## config.mk

```make
export PLATFORM = sky130hd
export DESIGN_NAME = trap_ctrl_flat
export DESIGN_NICKNAME = d
export VERILOG_FILES = /design/src/rtl/trap_ctrl_if.sv /design/src/rtl/trap_ctrl.sv /design/src/flat_wrapper.sv
export SDC_FILE = /design/constraint.sdc
export NUM_CORES = 1
export LEC_CHECK = 0
export BUFFER_PORTS_ARGS = -buffer_cell sky130_fd_sc_hd__buf_2
export CELL_PAD_IN_SITES_DETAIL_PLACEMENT = 1
export CELL_PAD_IN_SITES_GLOBAL_PLACEMENT = 1
export CORE_ASPECT_RATIO = 0.75
export CORE_MARGIN = 8
export CORE_UTILIZATION = 32
export CTS_CLUSTER_DIAMETER = 100
export DETAILED_ROUTE_END_ITERATION = 8
export PLACE_DENSITY_LB_ADDON = 0.2
export SETUP_SLACK_MARGIN = 0.15
export SLEW_MARGIN = 25
export SYNTH_ARGS = -nofsm -noshare
export SYNTH_HDL_FRONTEND = slang
export SYNTH_SLANG_ARGS = --single-unit
```

## constraint.sdc

```tcl
create_clock -name clk -period 6.7 [get_ports clk]
set_clock_uncertainty 0.2 [all_clocks]
set_input_delay 0.67 -clock clk [delete_from_list [all_inputs] [get_ports clk]]
set_output_delay 0.67 -clock clk [all_outputs]
set_load 0.05 [all_outputs]
```

## src/rtl/trap_ctrl_if.sv

```systemverilog
// ============================================================================
// Module      : trap_csr_if
// Description : CSR trap write/read port between trap_ctrl and the CSR
//               register file.
//               trap_csr_we_o    - write enable
//               trap_csr_addr_o  - 12-bit CSR address (write and read)
//               trap_csr_wdata_o - write data
//               trap_csr_rdata_i - combinational read of trap_csr_addr_o
//               master modport : trap_ctrl side
//               slave  modport : CSR register file side
// Revision    : 1.0 - initial release
// ============================================================================
`default_nettype none

interface trap_csr_if;
  logic        trap_csr_we_o;
  logic [11:0] trap_csr_addr_o;
  logic [31:0] trap_csr_wdata_o;
  logic [31:0] trap_csr_rdata_i;

  modport master (
    output trap_csr_we_o,
    output trap_csr_addr_o,
    output trap_csr_wdata_o,
    input  trap_csr_rdata_i
  );

  modport slave (
    input  trap_csr_we_o,
    input  trap_csr_addr_o,
    input  trap_csr_wdata_o,
    output trap_csr_rdata_i
  );
endinterface

`default_nettype wire

```

## src/rtl/trap_ctrl.sv

```systemverilog
// ============================================================================
// Module      : trap_ctrl
// Description : Machine-mode trap sequencer. Accepts interrupts, exceptions
//               and mret from the idex stage, walks the CSR trap port through
//               mepc/mcause/(mtval)/mstatus writes and then redirects the PC
//               to mtvec (direct or vectored) or back to mepc for mret. The
//               pipeline is held for the whole sequence.
// Ports       : clk, rst (async, active-high)
//               inst_valid_i, inst_pc_i, inst_i      - idex instruction
//               ecall_i/ebreak_i/illegal_i/mret_i    - decoded flags
//               ex/soft/tcmp_trap_valid_i            - masked irq requests
//               mstatus_mie_i                        - global irq enable
//               csr (trap_csr_if.master)             - CSR trap port
//               hold_o, jump_o, jump_addr_o          - pipeline control
// Config      : TRAP_MTVAL_EN - when defined, the W_TVAL state exists and
//               mtval is written on every trap.
// Revision    : 1.0 - initial release
// ============================================================================
`default_nettype none

module trap_ctrl #(
  parameter int TRAP_IDLE_W = 3
) (
  input  wire logic        clk,
  input  wire logic        rst,
  input  wire logic        inst_valid_i,
  input  wire logic [31:0] inst_pc_i,
  input  wire logic [31:0] inst_i,
  input  wire logic        ecall_i,
  input  wire logic        ebreak_i,
  input  wire logic        illegal_i,
  input  wire logic        mret_i,
  input  wire logic        ex_trap_valid_i,
  input  wire logic        soft_trap_valid_i,
  input  wire logic        tcmp_trap_valid_i,
  input  wire logic        mstatus_mie_i,
  trap_csr_if.master       csr,
  output logic             hold_o,
  output logic             jump_o,
  output logic [31:0]      jump_addr_o
);

  localparam logic [11:0] c_MSTATUS = 12'h300;
  localparam logic [11:0] c_MTVEC   = 12'h305;
  localparam logic [11:0] c_MEPC    = 12'h341;
  localparam logic [11:0] c_MCAUSE  = 12'h342;
`ifdef TRAP_MTVAL_EN
  localparam logic [11:0] c_MTVAL   = 12'h343;
`endif

  typedef enum logic [TRAP_IDLE_W-1:0] {
    IDLE    = TRAP_IDLE_W'(0),
    W_EPC   = TRAP_IDLE_W'(1),
    W_CAUSE = TRAP_IDLE_W'(2),
`ifdef TRAP_MTVAL_EN
    W_TVAL  = TRAP_IDLE_W'(3),
`endif
    W_STAT  = TRAP_IDLE_W'(4),
    JUMP    = TRAP_IDLE_W'(5),
    M_STAT  = TRAP_IDLE_W'(6),
    M_JUMP  = TRAP_IDLE_W'(7)
  } state_t;

  state_t      r_state;
  state_t      w_next_state;
  logic [31:0] r_cause;
  logic [31:0] r_pc;

  logic        w_irq;
  logic        w_exc;
  logic        w_accept_trap;
  logic        w_accept_mret;
  logic        w_accept;
  logic [31:0] w_cause;

  logic        w_we;
  logic [11:0] w_addr;
  logic [31:0] w_wdata;
  logic        w_jump;
  logic [31:0] w_jump_addr;
  logic [31:0] w_base;
  logic [31:0] w_vec_off;
  logic        w_unused;

  // Acceptance: only in IDLE, only with a valid idex instruction. An
  // interrupt pre-empts any exception or mret on the same instruction.
  // Gating with rst keeps hold_o low while reset is applied.
  assign w_irq         = mstatus_mie_i &
                         (ex_trap_valid_i | soft_trap_valid_i | tcmp_trap_valid_i);
  assign w_exc         = illegal_i | ebreak_i | ecall_i;
  assign w_accept_trap = ~rst & (r_state == IDLE) & inst_valid_i & (w_irq | w_exc);
  assign w_accept_mret = ~rst & (r_state == IDLE) & inst_valid_i &
                         ~w_irq & ~w_exc & mret_i;
  assign w_accept      = w_accept_trap | w_accept_mret;

  always_comb begin
    w_cause = 32'h0;
    if (w_irq) begin
      if (ex_trap_valid_i)        w_cause = 32'h8000_000B;
      else if (soft_trap_valid_i) w_cause = 32'h8000_0003;
      else                        w_cause = 32'h8000_0007;
    end else if (illegal_i) begin
      w_cause = 32'h0000_0002;
    end else if (ebreak_i) begin
      w_cause = 32'h0000_0003;
    end else if (ecall_i) begin
      w_cause = 32'h0000_000B;
    end
  end

  always_ff @(posedge clk or posedge rst) begin
    if (rst) begin
      r_state <= IDLE;
      r_cause <= 32'h0;
      r_pc    <= 32'h0;
    end else begin
      r_state <= w_next_state;
      if (w_accept) begin
        r_cause <= w_cause;
        r_pc    <= inst_pc_i;
      end
    end
  end

`ifdef TRAP_MTVAL_EN
  logic [31:0] r_tval;
  logic [31:0] w_tval;

  always_comb begin
    w_tval = 32'h0;
    if (!w_irq) begin
      if (illegal_i)     w_tval = inst_i;
      else if (ebreak_i) w_tval = inst_pc_i;
    end
  end

  always_ff @(posedge clk or posedge rst) begin
    if (rst) begin
      r_tval <= 32'h0;
    end else if (w_accept) begin
      r_tval <= w_tval;
    end
  end

  assign w_unused = r_cause[30];
`else
  // Without mtval support the instruction word has no consumer.
  assign w_unused = r_cause[30] ^ (^inst_i);
`endif

  // mtvec base and vectored offset (4 * interrupt cause code).
  assign w_base    = {csr.trap_csr_rdata_i[31:2], 2'b00};
  assign w_vec_off = {r_cause[29:0], 2'b00};

  always_comb begin
    w_next_state = r_state;
    w_we         = 1'b0;
    w_addr       = 12'h0;
    w_wdata      = 32'h0;
    w_jump       = 1'b0;
    w_jump_addr  = 32'h0;
    case (r_state)
      IDLE: begin
        if (w_accept_trap)      w_next_state = W_EPC;
        else if (w_accept_mret) w_next_state = M_STAT;
      end
      W_EPC: begin
        w_we         = 1'b1;
        w_addr       = c_MEPC;
        w_wdata      = r_pc;
        w_next_state = W_CAUSE;
      end
      W_CAUSE: begin
        w_we    = 1'b1;
        w_addr  = c_MCAUSE;
        w_wdata = r_cause;
`ifdef TRAP_MTVAL_EN
        w_next_state = W_TVAL;
`else
        w_next_state = W_STAT;
`endif
      end
`ifdef TRAP_MTVAL_EN
      W_TVAL: begin
        w_we         = 1'b1;
        w_addr       = c_MTVAL;
        w_wdata      = r_tval;
        w_next_state = W_STAT;
      end
`endif
      W_STAT: begin
        // Read-modify-write in one cycle: MPIE <= MIE, MIE <= 0.
        w_we         = 1'b1;
        w_addr       = c_MSTATUS;
        w_wdata      = {24'h0, csr.trap_csr_rdata_i[3], 7'h0};
        w_next_state = JUMP;
      end
      JUMP: begin
        w_addr = c_MTVEC;
        w_jump = 1'b1;
        if (csr.trap_csr_rdata_i[1:0] == 2'b01 && r_cause[31])
          w_jump_addr = w_base + w_vec_off;
        else
          w_jump_addr = w_base;
        w_next_state = IDLE;
      end
      M_STAT: begin
        // MIE <= MPIE, MPIE <= 1.
        w_we         = 1'b1;
        w_addr       = c_MSTATUS;
        w_wdata      = {24'h0, 1'b1, 3'b000, csr.trap_csr_rdata_i[7], 3'b000};
        w_next_state = M_JUMP;
      end
      M_JUMP: begin
        w_addr       = c_MEPC;
        w_jump       = 1'b1;
        w_jump_addr  = {csr.trap_csr_rdata_i[31:2], 2'b00};
        w_next_state = IDLE;
      end
      default: begin
        w_next_state = IDLE;
      end
    endcase
  end

  assign csr.trap_csr_we_o    = w_we;
  assign csr.trap_csr_addr_o  = w_addr;
  assign csr.trap_csr_wdata_o = w_wdata;
  assign jump_o               = w_jump;
  assign jump_addr_o          = w_jump_addr;
  assign hold_o               = (r_state != IDLE) | w_accept;

endmodule

`default_nettype wire

```

## src/flat_wrapper.sv

```systemverilog
// flat-port wrapper written by rule: the top's interface ports become plain ports
module trap_ctrl_flat 
#(
  parameter int TRAP_IDLE_W = 3
)
  (clk, rst, inst_valid_i, inst_pc_i, inst_i, ecall_i, ebreak_i, illegal_i, mret_i, ex_trap_valid_i, soft_trap_valid_i, tcmp_trap_valid_i, mstatus_mie_i, hold_o, jump_o, jump_addr_o, csr_trap_csr_we_o, csr_trap_csr_addr_o, csr_trap_csr_wdata_o, csr_trap_csr_rdata_i);
  trap_csr_if csr_i ();
  input  wire logic clk;
  input  wire logic rst;
  input  wire logic inst_valid_i;
  input  wire logic [31:0] inst_pc_i;
  input  wire logic [31:0] inst_i;
  input  wire logic ecall_i;
  input  wire logic ebreak_i;
  input  wire logic illegal_i;
  input  wire logic mret_i;
  input  wire logic ex_trap_valid_i;
  input  wire logic soft_trap_valid_i;
  input  wire logic tcmp_trap_valid_i;
  input  wire logic mstatus_mie_i;
  output logic hold_o;
  output logic jump_o;
  output logic [31:0] jump_addr_o;
  output wire logic [$bits(csr_i.trap_csr_we_o)-1:0] csr_trap_csr_we_o;
  output wire logic [$bits(csr_i.trap_csr_addr_o)-1:0] csr_trap_csr_addr_o;
  output wire logic [$bits(csr_i.trap_csr_wdata_o)-1:0] csr_trap_csr_wdata_o;
  input wire logic [$bits(csr_i.trap_csr_rdata_i)-1:0] csr_trap_csr_rdata_i;
  assign csr_trap_csr_we_o = csr_i.trap_csr_we_o;
  assign csr_trap_csr_addr_o = csr_i.trap_csr_addr_o;
  assign csr_trap_csr_wdata_o = csr_i.trap_csr_wdata_o;
  assign csr_i.trap_csr_rdata_i = csr_trap_csr_rdata_i;
  trap_ctrl #(.TRAP_IDLE_W(TRAP_IDLE_W)) u_core (.clk(clk), .rst(rst), .inst_valid_i(inst_valid_i), .inst_pc_i(inst_pc_i), .inst_i(inst_i), .ecall_i(ecall_i), .ebreak_i(ebreak_i), .illegal_i(illegal_i), .mret_i(mret_i), .ex_trap_valid_i(ex_trap_valid_i), .soft_trap_valid_i(soft_trap_valid_i), .tcmp_trap_valid_i(tcmp_trap_valid_i), .mstatus_mie_i(mstatus_mie_i), .csr(csr_i), .hold_o(hold_o), .jump_o(jump_o), .jump_addr_o(jump_addr_o));
endmodule
```

==> summary.md <==
| Metric | Value |
|---|---|
| Run status | complete, no violations |
| Endpoint of the most critical register-to-register path | u_core.r_pc[24]$_DFFE_PP0P_ |
| Die area | 12400 um2 |
| Number of enable-type register cells in the synthesized netlist | 0 |
| Hold_buf cts | 0 |
| Number of antenna violations at the first check in global routing | 0 |
| Routed Antenna Nets | 0 |
| Sequential share of the synthesized area | 34.6% |
| Power Density | 445 nW/um2 |
| Area growth, synth to finish | 33.3% |
| Count of pins over their slew limit | 0 |
| Clock insertion delay at the later pin of the skew report | 0.28 ns |
| Remaining DRCs | 0 |
| Critical path class | in -> out |
| Worst-Margin Slew | 0.739 ns |
| Number of endpoints failing setup at the final stage | 0 |
| Resize count post-CTS | 0 |
| H-tree depth | 2 |
| R2r setup slk | 4.10 ns |
| Share of the clock period used by the worst path | 60.5% |
| Fraction of synthesized cell area taken by the top area cell type | 34.6% |
| Maximum number of pins on one net before global-route repair | 41 |
| Number of warning messages in the yosys log | 0 |
| Total via count after detailed routing | 2836 |
| Remaining Overflow, GRT | 0 |
| Input/output buffers | 145 |
| Count of standard-cell rows | 30 |
| Peak Freq | 247 MHz |
| Largest fanout on the critical path | 13 |
| Fill count | 1097 |
| Register cell area after layout | 1000 um2 |
| Count of boundary I/O pins | 186 |
| Register-to-Register Path Depth | 6 |
| Cts bufs inserted | 5 |
| Primary flip-flop cell chosen by synthesis mapping | sky130_fd_sc_hd__dfrtp_1 |
| Area leader, netlist | sky130_fd_sc_hd__dfrtp_1 |
| Top area cells in the synthesized netlist | sky130_fd_sc_hd__dfrtp_1 (35%), sky130_fd_sc_hd__mux2_2 (13%), sky130_fd_sc_hd__and3_1 (6.1%) |
| Area of the placeable core | 8900 um2 |
| Antenna diode count | 0 |
| Final hold violation count | 0 |
| Floorplan die width | 126 um |
| Average instance area after synthesis | 8.98 um2 |
| Min Clock Period, post-route | 4.05 ns |
| Source of the worst register-to-register timing path | u_core.r_state[1]$_DFFE_PP0P_ |
| Synthesized instance count | 322 |
| Height of the die | 98.3 um |
| Final wirelength | 9840 um |
| Total Negative Setup Slacks | 0 ns |
| Clk slew on worst S/H paths | 0.06 ns |
| Required time at the endpoint of the critical path | 5.83 ns |
| First-pass GRT wire length | 16100 um |
| Setup repair after global routing missed its margin | false |
| Area of the mapped netlist | 2890 um2 |
| Commonest cells after routing, fill and taps aside | sky130_fd_sc_hd__buf_2 (145), sky130_fd_sc_hd__dfrtp_1 (40), sky130_fd_sc_hd__mux2_2 (34) |
| Worst min-delay path class | reg -> reg |
| Overall routing resource usage | 15.8% |
| Endpoint arrival time on the critical path | 3.18 ns |
| LEAKAGE | 0.00198 uW |
| Synthesized flop and latch total | 40 |
| Detailed Place HPWL | 7920 um |
| Total power draw | 1720 uW |
| Ratio of routed vias to standard cells | 4.96 |
| Clk Tree Root Cell | sky130_fd_sc_hd__clkbuf_16 |
| VDD IR max | 0.000197 V |
| Startpoint type of the worst setup path | input port |
| Routed wire per std cell | 17.2 um |
| Launch point of the critical path | csr_trap_csr_rdata_i[2] |
| Number of library cell types mapped by synthesis | 48 |
| Share of final-layout standard cells stronger than drive strength 1 | 44.3% |
| Final #Nets | 571 |
| Number of search-and-repair iterations in the first detailed-routing pass | 4 |
| Clock tree from TritonCTS | done |
| Crit path capture | jump_addr_o[30] |
| Endpoint kind of the worst setup timing path | output pin |
| Starting DRT DRC Count | 128 |
| Max-slew headroom at the worst pin | 50.7% |
| Clock Sink Count | 40 |
| Max Buffers Root-to-Sink | 2 |
| Number of buffers inserted by post-CTS setup repair | 0 |
| Area occupied by multi-input gates | 1730 um2 |
| Vias in the first global route | 3082 |
| Number of maximum-capacitance constraint violations | 0 |
| Initial core utilization | 32.5% |
| Leading cell type in the layout, fill and taps excluded | sky130_fd_sc_hd__buf_2 |
| Async SR Flop Fraction | 100% |
| Weighted congestion reported at the end of routability-driven placement | 0.782 |
[metrics by stage]
step / hold slack (ns) / worst slack [ns] / utilization [%] / cells / instance area (um2)
floorplan: 0.264 / 2.43 / - / 329 / 2920
global placement: 0.278 / 2.67 / 41.4 / 564 / 3680
detailed placement: 0.285 / 2.66 / 41.4 / 564 / 3680
CTS: 0.299 / 2.66 / 43.3 / 572 / 3850
global route: 0.315 / 2.50 / 43.3 / 572 / 3850
finish: 0.296 / 2.65 / 43.3 / 572 / 3850
[report_power, final]
part	total [uW]	switching, uW	internal, uW
clock network	276	98.8	177
logic	1010	703	302
registers	434	72.4	361
[registers in the layout, indices dropped and copies added, names as in the netlist]
name	count
u_core.r_cause	5
u_core.r_pc	32
u_core.r_state	3
[worst max-delay path, cell delays in order]
cell,delay (ns)
sky130_fd_sc_hd__buf_2,0.09
sky130_fd_sc_hd__ha_1,0.18
sky130_fd_sc_hd__inv_1,0.06
sky130_fd_sc_hd__fa_1,0.40
sky130_fd_sc_hd__and2b_2,0.24
sky130_fd_sc_hd__o2111ai_1,0.14
sky130_fd_sc_hd__buf_4,0.22
sky130_fd_sc_hd__or3_4,0.40
sky130_fd_sc_hd__or3_1,0.35
sky130_fd_sc_hd__a21oi_1,0.15
sky130_fd_sc_hd__buf_2,0.28
[kinds of logic after synthesis]
kind of cell / count (synthesis) / share of synthesized area [%]
AND/OR/NAND/NOR: 138 / 25.8
AO/OA/AOI/OAI: 40 / 8.79
flip-flops: 40 / 34.6
multiplexers: 38 / 14.6
buffers and inverters: 38 / 6.93
XOR/XNOR: 22 / 6.67
adder cells (fa/ha/maj): 5 / 2.42
other: 1 / 0.130
[per-layer routing]
| metal | GRT usage [%] | vias up | part of all wire [%] |
|---|---|---|---|
| li1 | - | 1395 | - |
| met1 | 20.0 | 1360 | 46 |
| met2 | 26.0 | 77 | 47 |
| met3 | 4.90 | 4 | 6.5 |
| met4 | 3.32 | 0 | 0.54 |
| met5 | 0 | - | 0 |
[final cells by class]
class	count	area share, %
tap	112	3.64
clock inverter	3	1.20
clock buffer	5	3.25
inverter	10	0.974
sequential	40	26.0
timing repair buffer	151	20.0
multi-input combinational	251	44.9
[worst min path at each step]
stage	startpoint	endpoint	cells after the start
floorplan	u_core.r_cause[31]$_DFFE_PP0P_	u_core.r_cause[31]$_DFFE_PP0P_	2
global placement	u_core.r_pc[27]$_DFFE_PP0P_	u_core.r_pc[27]$_DFFE_PP0P_	1
detailed placement	u_core.r_pc[15]$_DFFE_PP0P_	u_core.r_pc[15]$_DFFE_PP0P_	1
CTS	u_core.r_pc[15]$_DFFE_PP0P_	u_core.r_pc[15]$_DFFE_PP0P_	1
global route	u_core.r_pc[19]$_DFFE_PP0P_	u_core.r_pc[19]$_DFFE_PP0P_	1
finish	u_core.r_pc[8]$_DFFE_PP0P_	u_core.r_pc[8]$_DFFE_PP0P_	1
[cells in the mapped netlist, types with 3 or more instances]
library cell,count
sky130_fd_sc_hd__dfrtp_1,40
sky130_fd_sc_hd__mux2_2,34
sky130_fd_sc_hd__nor2_1,33
sky130_fd_sc_hd__and3_1,28
sky130_fd_sc_hd__nand2_1,21
sky130_fd_sc_hd__o21ai_0,15
sky130_fd_sc_hd__xnor2_1,14
sky130_fd_sc_hd__clkbuf_1,12
sky130_fd_sc_hd__nand4_1,12
sky130_fd_sc_hd__inv_1,10
sky130_fd_sc_hd__a21oi_1,9
sky130_fd_sc_hd__buf_4,9
sky130_fd_sc_hd__xor2_1,8
sky130_fd_sc_hd__nor3_1,6
sky130_fd_sc_hd__or3_1,6
sky130_fd_sc_hd__and2_1,5
sky130_fd_sc_hd__buf_2,5
sky130_fd_sc_hd__nand2b_1,5
sky130_fd_sc_hd__a22o_1,4
sky130_fd_sc_hd__ha_1,4
sky130_fd_sc_hd__mux2i_1,4
sky130_fd_sc_hd__nand3_1,4
sky130_fd_sc_hd__nor4_1,4
sky130_fd_sc_hd__or2_2,3
Power figures use the tool's default switching activity.
